## src/rtl/teclado_pkg.sv

```systemverilog
// Shared constants, receiver state encoding and the PS/2 scancode to piano-key map.
package teclado_pkg;

  localparam logic [14:0] TIMEOUT_CICLOS = 15'd25000;
  localparam logic [7:0]  PREF_BREAK     = 8'hF0;
  localparam logic [7:0]  PREF_EXT       = 8'hE0;

  typedef enum logic [1:0] {
    REPOSO  = 2'd0,
    DATOS   = 2'd1,
    PARIDAD = 2'd2,
    PARADA  = 2'd3
  } rx_estado_t;

  // Upper row (QWERTYUIOP123456) is 1..16, lower row (ASDFGHJKLZXCVBNM) is 17..32.
  function automatic logic [5:0] codigo_a_tecla(input logic [7:0] codigo);
    logic [5:0] t;
    t = 6'd0;
    case (codigo)
      8'h15: t = 6'd1;
      8'h1D: t = 6'd2;
      8'h24: t = 6'd3;
      8'h2D: t = 6'd4;
      8'h2C: t = 6'd5;
      8'h35: t = 6'd6;
      8'h3C: t = 6'd7;
      8'h43: t = 6'd8;
      8'h44: t = 6'd9;
      8'h4D: t = 6'd10;
      8'h16: t = 6'd11;
      8'h1E: t = 6'd12;
      8'h26: t = 6'd13;
      8'h25: t = 6'd14;
      8'h2E: t = 6'd15;
      8'h36: t = 6'd16;
      8'h1C: t = 6'd17;
      8'h1B: t = 6'd18;
      8'h23: t = 6'd19;
      8'h2B: t = 6'd20;
      8'h34: t = 6'd21;
      8'h33: t = 6'd22;
      8'h3B: t = 6'd23;
      8'h42: t = 6'd24;
      8'h4B: t = 6'd25;
      8'h1A: t = 6'd26;
      8'h22: t = 6'd27;
      8'h21: t = 6'd28;
      8'h2A: t = 6'd29;
      8'h32: t = 6'd30;
      8'h31: t = 6'd31;
      8'h3A: t = 6'd32;
      default: t = 6'd0;
    endcase
    return t;
  endfunction

endpackage

```

## src/rtl/ps2_rx.sv

```systemverilog
// PS/2 frame receiver: synchronises the raw lines, samples on falling edges and
// checks start/parity/stop; byte_ok and error_trama are one-cycle pulses.
module ps2_rx
  import teclado_pkg::*;
(
  input  logic       clock,
  input  logic       reset,
  input  logic       ps2_clk,
  input  logic       ps2_data,
  output logic [7:0] rx_byte,
  output logic       byte_ok,
  output logic       error_trama
);

  logic clk_s1_q, clk_s2_q, clk_s3_q, dat_s1_q, dat_s2_q;
  logic falla;

  rx_estado_t  estado_q, estado_d;
  logic [7:0]  shift_q, shift_d;
  logic [2:0]  bits_q, bits_d;
  logic [14:0] tmo_q, tmo_d;
  logic        paridad_q, paridad_d;
  logic        byte_ok_q, byte_ok_d;
  logic        error_q, error_d;

  // Idle level of both PS/2 lines is 1, so reset to 1 avoids a false edge on release.
  always_ff @(posedge clock) begin
    if (!reset) begin
      clk_s1_q <= 1'b1;
      clk_s2_q <= 1'b1;
      clk_s3_q <= 1'b1;
      dat_s1_q <= 1'b1;
      dat_s2_q <= 1'b1;
    end else begin
      clk_s1_q <= ps2_clk;
      clk_s2_q <= clk_s1_q;
      clk_s3_q <= clk_s2_q;
      dat_s1_q <= ps2_data;
      dat_s2_q <= dat_s1_q;
    end
  end

  assign falla = clk_s3_q & ~clk_s2_q;

  always_comb begin
    estado_d  = estado_q;
    shift_d   = shift_q;
    bits_d    = bits_q;
    tmo_d     = tmo_q;
    paridad_d = paridad_q;
    byte_ok_d = 1'b0;
    error_d   = 1'b0;
    if (falla) begin
      tmo_d = '0;
      case (estado_q)
        REPOSO: begin
          if (!dat_s2_q) begin
            estado_d = DATOS;
            bits_d   = '0;
            shift_d  = '0;
          end
        end
        DATOS: begin
          shift_d = {dat_s2_q, shift_q[7:1]};
          bits_d  = bits_q + 3'd1;
          if (bits_q == 3'd7) estado_d = PARIDAD;
        end
        PARIDAD: begin
          paridad_d = dat_s2_q;
          estado_d  = PARADA;
        end
        PARADA: begin
          estado_d = REPOSO;
          if (dat_s2_q && (^{paridad_q, shift_q})) byte_ok_d = 1'b1;
          else                                     error_d   = 1'b1;
        end
        default: estado_d = REPOSO;
      endcase
    end else if (estado_q != REPOSO) begin
      if (tmo_q == TIMEOUT_CICLOS - 15'd1) begin
        estado_d = REPOSO;
        tmo_d    = '0;
        error_d  = 1'b1;
      end else begin
        tmo_d = tmo_q + 15'd1;
      end
    end
  end

  always_ff @(posedge clock) begin
    if (!reset) begin
      estado_q  <= REPOSO;
      shift_q   <= '0;
      bits_q    <= '0;
      tmo_q     <= '0;
      paridad_q <= 1'b0;
      byte_ok_q <= 1'b0;
      error_q   <= 1'b0;
    end else begin
      estado_q  <= estado_d;
      shift_q   <= shift_d;
      bits_q    <= bits_d;
      tmo_q     <= tmo_d;
      paridad_q <= paridad_d;
      byte_ok_q <= byte_ok_d;
      error_q   <= error_d;
    end
  end

  assign rx_byte     = shift_q;
  assign byte_ok     = byte_ok_q;
  assign error_trama = error_q;

endmodule

```

## src/rtl/teclado_ps2.sv

```systemverilog
// PS/2 keyboard to piano key: tracks break/extended prefixes and holds the last
// pressed key; tecla updates two cycles after the stop-bit edge.
module teclado_ps2
  import teclado_pkg::*;
(
  input  logic       clock,
  input  logic       reset,
  input  logic       ps2_clk,
  input  logic       ps2_data,
  output logic [5:0] tecla,
  output logic       nota_nueva,
  output logic       error_trama
);

  logic [7:0] rx_byte;
  logic       byte_ok;
  logic [5:0] k;

  logic       brk_q, brk_d;
  logic       ext_q, ext_d;
  logic [5:0] tecla_q, tecla_d;
  logic       nota_q, nota_d;

  ps2_rx u_rx (
    .clock       (clock),
    .reset       (reset),
    .ps2_clk     (ps2_clk),
    .ps2_data    (ps2_data),
    .rx_byte     (rx_byte),
    .byte_ok     (byte_ok),
    .error_trama (error_trama)
  );

  always_comb begin
    k       = codigo_a_tecla(rx_byte);
    brk_d   = brk_q;
    ext_d   = ext_q;
    tecla_d = tecla_q;
    nota_d  = 1'b0;
    if (byte_ok) begin
      if (rx_byte == PREF_BREAK) begin
        brk_d = 1'b1;
      end else if (rx_byte == PREF_EXT) begin
        ext_d = 1'b1;
      end else begin
        brk_d = 1'b0;
        ext_d = 1'b0;
        // Extended keys never touch the piano; a break only releases the held key.
        if (!ext_q && k != 6'd0) begin
          if (!brk_q) begin
            if (k != tecla_q) begin
              tecla_d = k;
              nota_d  = 1'b1;
            end
          end else if (k == tecla_q) begin
            tecla_d = 6'd0;
          end
        end
      end
    end
  end

  always_ff @(posedge clock) begin
    if (!reset) begin
      brk_q   <= 1'b0;
      ext_q   <= 1'b0;
      tecla_q <= 6'd0;
      nota_q  <= 1'b0;
    end else begin
      brk_q   <= brk_d;
      ext_q   <= ext_d;
      tecla_q <= tecla_d;
      nota_q  <= nota_d;
    end
  end

  assign tecla      = tecla_q;
  assign nota_nueva = nota_q;

endmodule

```

## config.mk

```make
export PLATFORM = sky130hd
export DESIGN_NAME = teclado_ps2
export DESIGN_NICKNAME = d
export VERILOG_FILES = /design/src/rtl/teclado_pkg.sv /design/src/rtl/ps2_rx.sv /design/src/rtl/teclado_ps2.sv
export SDC_FILE = /design/constraint.sdc
export NUM_CORES = 1
export LEC_CHECK = 0
export CAP_MARGIN = 20
export CELL_PAD_IN_SITES_DETAIL_PLACEMENT = 1
export CELL_PAD_IN_SITES_GLOBAL_PLACEMENT = 1
export CORE_ASPECT_RATIO = 1.4
export CORE_MARGIN = 2
export CORE_UTILIZATION = 30
export DETAILED_ROUTE_END_ITERATION = 10
export PLACE_DENSITY = 0.55
export SLEW_MARGIN = 20
export SYNTH_ARGS = -nofsm -noshare
export SYNTH_HDL_FRONTEND = slang
export SYNTH_SLANG_ARGS = --single-unit
```

## constraint.sdc

```tcl
create_clock -name clock -period 6.4 [get_ports clock]
set_input_delay 1.28 -clock clock [delete_from_list [all_inputs] [get_ports clock]]
set_output_delay 1.28 -clock clock [all_outputs]
set_load 0.005 [all_outputs]
```

=== Yosys cells after proc, flatten, opt, wreduce, memory -nomap -nowiden ===
Memories as Yosys holds them, arrays and structs flattened. A register that Yosys moved wholly into a read port is not among the register bits.
Index checks and enable logic that the tools add are counted.

* Add/subtract/negate cells: 2
* $mul: 0
* Div/mod/pow operators: 0
* Order comparisons: 0
* Equal/unequal tests: 14
* Shift-type cells: 0
* Multiplexer cells: 27
* Bitwise gates (word level): 7
* Reductions and logical operators: 20

{| class="wikitable"
|+ Operator list
! operator !! number
|-
| two-way mux 6 bit || 4
|-
| == test 8 bit, second input constant || 2
|-
| one-hot mux 8 bit (2 select lines) || 1
|-
| adder 15 x 1 -> 15 bit, second input constant || 1
|-
| == test 15 bit, second input constant || 1
|-
| two-way mux 15 bit || 1
|-
| two-way mux 7 bit || 2
|-
| two-way mux 1 bit || 10
|-
| two-way mux 2 bit || 5
|-
| nonzero test 2 bit || 5
|-
| XOR reduction 9 bit || 1
|-
| two-way mux 8 bit || 1
|-
| one-hot mux 2 bit (4 select lines) || 1
|-
| == test 6 bit || 1
|-
| inequality test 3 bit, second input constant || 2
|-
| inequality test 6 bit || 1
|-
| NOT 1 bit || 6
|-
| one-hot mux 3 bit (2 select lines) || 1
|-
| AND reduction 2 bit || 3
|-
| AND reduction 3 bit || 2
|-
| AND reduction 6 bit || 1
|-
| nonzero test 6 bit || 1
|-
| OR reduction 6 bit || 1
|-
| == test 2 bit, second input constant || 2
|-
| 12 further kinds || 14
|}

* Register bits: 45
* Latch bits: 0
* RAM bits: 0
* Bits in read-only memories: 768
* Input port bits: 4
* Output and inout bits: 8
* Word-level logic and storage cells: 87
* Memories: 1

{| class="wikitable"
|+ Memory list
! memory !! words !! bits a word !! rd ports !! clocked after memory_dff !! write ports !! RTL line !! RTL
|-
| (no name shown) || 128 || 6 || 1 || 1 || 0 || teclado_pkg.sv:19 || <nowiki>case (codigo)</nowiki>
|}

=== Depth between registers and ports, before layout ===
* Depth in word-level cells: 5
* Depth in mapped cells: 15
* Depth with buffers taken out: 12

=== Hierarchy ===
From an unflattened synthesis, not the netlist that was laid out.

* Cells, all modules: 331
* Area, all modules: 2966.6 µm²

{| class="wikitable"
|+ By module, submodules not included
! module !! instances !! cells an instance !! area an instance (µm²) !! seq. area each (µm²)
|-
| ps2_rx || 1 || 173 || 1686.6 || 720.7
|-
| teclado_ps2 || 1 || 158 || 1280.0 || 180.2
|}

=== Least setup slack after synthesis ===
Ideal clock, no wire load.

* Path kind: in2reg
* Start point: input reset
* End point: register with a tool-made name
* Library setup time: 127 ps
* Arrival time: 3120 ps
* Required time: 6273 ps
* Path slack: 3153 ps
* Cell stages on the path: 9
* Buffers on the path: 1
* Cells stage by stage: clkbuf_1 -> inv_1 -> nor2_1 -> inv_1 -> ha_1 -> o2bb2a_1 -> o22ai_1 -> o2111a_1 -> or3_1

{| class="wikitable"
|+ RTL lines
! element !! RTL line !! RTL
|-
| start, declared || teclado_ps2.sv:7 || <nowiki>input logic reset,</nowiki>
|}

==> impl_metrics.sql <==
INSERT INTO impl_metrics (metric_group, metric, value, unit) VALUES
('final_layout', 'seq_area', '1021', 'um^2'),
('final_layout', 'fill_cells', '1229', ''),
('worst_hold_path', 'hold_class', 'flop to flop', ''),
('global_route', 'grt_max_degree', '28', ''),
('floorplan', 'fp-row-count', '44', ''),
('detailed_routing', 'avgViaCountPerCell', '5.454', ''),
('synthesis', 'synth-edff-count', '0', ''),
('placement', 'place_hpwl', '6692', 'um'),
('final_layout', 'instances_no_fill', '520', ''),
('clock_tree', 'cts.htree.levels', '2', ''),
('timing', 'final_setup_violation_count', '0', ''),
('detailed_routing', 'antenna_violating_nets_post_route', '0', ''),
('timing', 'fmaxAchievable', '0.2444', 'GHz'),
('clock_tree', 'setup_fix_buffers_added_after_clock_tree_synthesis', '0', ''),
('pwr', 'leakage', '1.208', 'nW'),
('timing', 'finalMaxSlewViolations', '0', ''),
('final_layout', 'drive_gt1_share', '4.712', '%'),
('floorplan', 'chipWidth', '90.30', 'um'),
('clock_tree', 'clk_transition_reported_paths', '0.07', 'ns'),
('detailed_routing', 'drtPass1Iterations', '4', ''),
('floorplan', 'design.portCount', '12', ''),
('setup_path', 'timing.critical_path.from_type', 'primary input', ''),
('synthesis', 'commonest_register_cell_after_synthesis', 'sky130_fd_sc_hd__dfxtp_1', ''),
('synthesis', 'synth_cells', '380', ''),
('worst_hold_path', 'whs_endpoint', 'u_rx.dat_s2_q', ''),
('setup_path', 'worst-setup-path-type', 'primary input to flop', ''),
('clock_tree', 'clockRootBuffer', 'sky130_fd_sc_hd__clkbuf_16', ''),
('setup_path', 'regToRegStartpoint', 'u_rx.estado_q[0]', ''),
('final_layout', 'area_growth_syn_to_layout', '11.52', '%'),
('setup_path', 'cp.arrival', '4.27', 'ns'),
('timing', 'worstMarginPinSlew', '0.8912', 'ns'),
('global_route', 'grt_pass1_vias', '2906', ''),
('global_route', 'grt_pass1_wl', '15140', 'um'),
('clock_tree', 'ctsHoldBuffers', '0', ''),
('timing', 'post-route-period-util', '63.92', '%'),
('setup_path', 'timing.critical_path.fanout_max', '27', ''),
('timing', 'timing_hold_violations_final', '0', ''),
('clock_tree', 'tritoncts', 'done', ''),
('detailed_routing', 'vias', '2836', ''),
('status', 'status', 'complete, no violations', ''),
('setup_path', 'cp_data_required_time', '6.58', 'ns'),
('final_layout', 'total_area_of_multi_input_combinational_cells', '1949', 'um^2'),
('setup_path', 'worst_r2r_path_depth', '12', ''),
('final_layout', 'design.final.nets', '406', ''),
('placement', 'routabilityCongestion', '0.8466', ''),
('synthesis', 'synth_cell_types', '59', ''),
('floorplan', 'fp.dieH', '124.8', 'um'),
('synthesis', 'synth.yosys.warnings', '0', ''),
('pwr', 'irDropWorstVdd', '0.09319', 'mV'),
('setup_path', 'setup.reg_to_reg.worst_slack', '2.60', 'ns'),
('clock_tree', 'clock_tree.buffer_depth', '2', ''),
('setup_path', 'worstSetupEndpointType', 'flop', ''),
('floorplan', 'floorplan.core_area', '10240', 'um^2'),
('detailed_routing', 'drt-initial-drc-count', '166', ''),
('placement', 'port_buffers', '11', ''),
('synthesis', 'synth-seq-area-share', '32.64', '%'),
('global_route', 'remaining_overflow_grt', '0', ''),
('timing', 'final.setup.tns', '0', 'ns'),
('detailed_routing', 'route.detailed.wl_per_inst', '17.49', 'um'),
('floorplan', 'die_area', '11270', 'um^2'),
('synthesis', 'fraction_of_registers_with_async_set_reset', '0', '%'),
('worst_hold_path', 'holdPathStages', '1', ''),
('detailed_routing', 'drt_wl_total', '9093', 'um'),
('final_layout', 'antenna-diode-count', '0', ''),
('clock_tree', 'post_cts_resize_count', '0', ''),
('synthesis', 'synth.top_cells.by_area', 'sky130_fd_sc_hd__dfxtp_1 33%, sky130_fd_sc_hd__ha_1 8.4%, sky130_fd_sc_hd__nor2_1 5.3%', ''),
('synthesis', 'postSynthAreaPerCell', '8.232', 'um^2'),
('timing', 'clock_skew', '0.009049', 'ns'),
('synthesis', 'synthDominantAreaCellType', 'sky130_fd_sc_hd__dfxtp_1', ''),
('synthesis', 'ys_ff_latch', '51', ''),
('worst_hold_path', 'holdCritStartpoint', 'u_rx.dat_s1_q', '');
-- stage by stage --
stage | hold WS, ns | setup slack, ns | cell area [um^2] | total power [mW] | util, %
finish | 0.4118 | 2.309 | 3488 | 0.6144 | 34.07
global route | 0.4317 | 2.069 | 3488 | 0.6350 | 34.07
floorplan | 0.3863 | 3.153 | 3128 | 0.3381 | -
detailed placement | 0.4035 | 1.959 | 3339 | 0.3437 | 32.61
global placement | 0.4042 | 2.109 | 3339 | 0.3433 | 32.61
CTS | 0.4148 | 2.276 | 3488 | 0.6251 | 34.07
-- area by class of cell --
class,count,share of cell area (%)
Multi-Input combinational cell,292,55.88
Sequential cell,51,29.27
Tap cell,138,4.950
Timing Repair Buffer,14,3.802
Clock buffer,5,3.587
Inverter,17,1.829
Clock inverter,3,0.6815
-- how the worst max path moves through the flow --
stage	end	startpoint	depth (start not counted)
after detailed placement	flop	reset	9
final	flop	reset	10
after global routing	flop	reset	10
after global placement	flop	reset	9
after floorplan	flop	reset	9
after CTS	flop	reset	9
-- cells by family after synthesis --
family                   after synthesis  share of synthesized area [%]
multiplexers                          10                          3.200
flip-flops                            51                          32.64
XOR/XNOR                              21                          5.880
AND/OR/NAND/NOR                      160                          25.80
buffers and inverters                 37                          5.039
adder cells (fa/ha/maj)               21                          8.400
AO/OA/AOI/OAI                         80                          19.04
-- cell usage after synthesis, types with 5 or more instances --
library cell,n
sky130_fd_sc_hd__a21oi_1,14
sky130_fd_sc_hd__nand3_1,32
sky130_fd_sc_hd__a22oi_1,11
sky130_fd_sc_hd__and3_1,6
sky130_fd_sc_hd__xnor2_1,8
sky130_fd_sc_hd__o211ai_1,5
sky130_fd_sc_hd__ha_1,21
sky130_fd_sc_hd__o32ai_1,5
sky130_fd_sc_hd__mux2i_1,10
sky130_fd_sc_hd__inv_1,15
sky130_fd_sc_hd__clkbuf_1,15
sky130_fd_sc_hd__nand2_1,34
sky130_fd_sc_hd__nand4_1,6
sky130_fd_sc_hd__xor2_1,13
sky130_fd_sc_hd__nand2b_1,10
sky130_fd_sc_hd__nor2_1,44
sky130_fd_sc_hd__nor3_1,5
sky130_fd_sc_hd__o22a_1,5
sky130_fd_sc_hd__dfxtp_1,51
-- placed cells by master, fill, tap and decap left out, types with 6 or more instances in the layout --
cell,n
sky130_fd_sc_hd__mux2i_1,10
sky130_fd_sc_hd__dfxtp_1,51
sky130_fd_sc_hd__xor2_1,13
sky130_fd_sc_hd__clkdlybuf4s50_1,11
sky130_fd_sc_hd__nand4_1,6
sky130_fd_sc_hd__a22oi_1,11
sky130_fd_sc_hd__nand2_1,34
sky130_fd_sc_hd__ha_1,21
sky130_fd_sc_hd__nor2_1,44
sky130_fd_sc_hd__and3_1,6
sky130_fd_sc_hd__nand2b_1,10
sky130_fd_sc_hd__xnor2_1,8
sky130_fd_sc_hd__a21oi_1,14
sky130_fd_sc_hd__nand3_1,32
sky130_fd_sc_hd__inv_1,15
-- routing by layer --
metal	vias up	track usage, %	wire length [um]
met2	58	29.54	4698
met1	1375	18.93	3803
met3	24	3.025	265
met4	0	8.688	325
met5	-	0	0
li1	1379	-	-
-- critical path, stage by stage --
cell and delay, ns:
sky130_fd_sc_hd__clkdlybuf4s50_1 0.69, sky130_fd_sc_hd__buf_4 0.37, sky130_fd_sc_hd__nand2_1 0.13, sky130_fd_sc_hd__o21ai_2 0.41, sky130_fd_sc_hd__clkinv_1 0.38, sky130_fd_sc_hd__ha_1 0.31, sky130_fd_sc_hd__a221oi_1 0.25, sky130_fd_sc_hd__a311oi_1 0.08
sky130_fd_sc_hd__a211oi_1 0.26, sky130_fd_sc_hd__o31ai_1 0.11
-- where the power goes --
group	switching (mW)	internal (mW)
Clock	0.131	0.147
Combinational	0.0116	0.00456
Sequential	0.00100	0.319
Total	0.144	0.470
Power figures use the tool's default switching activity.
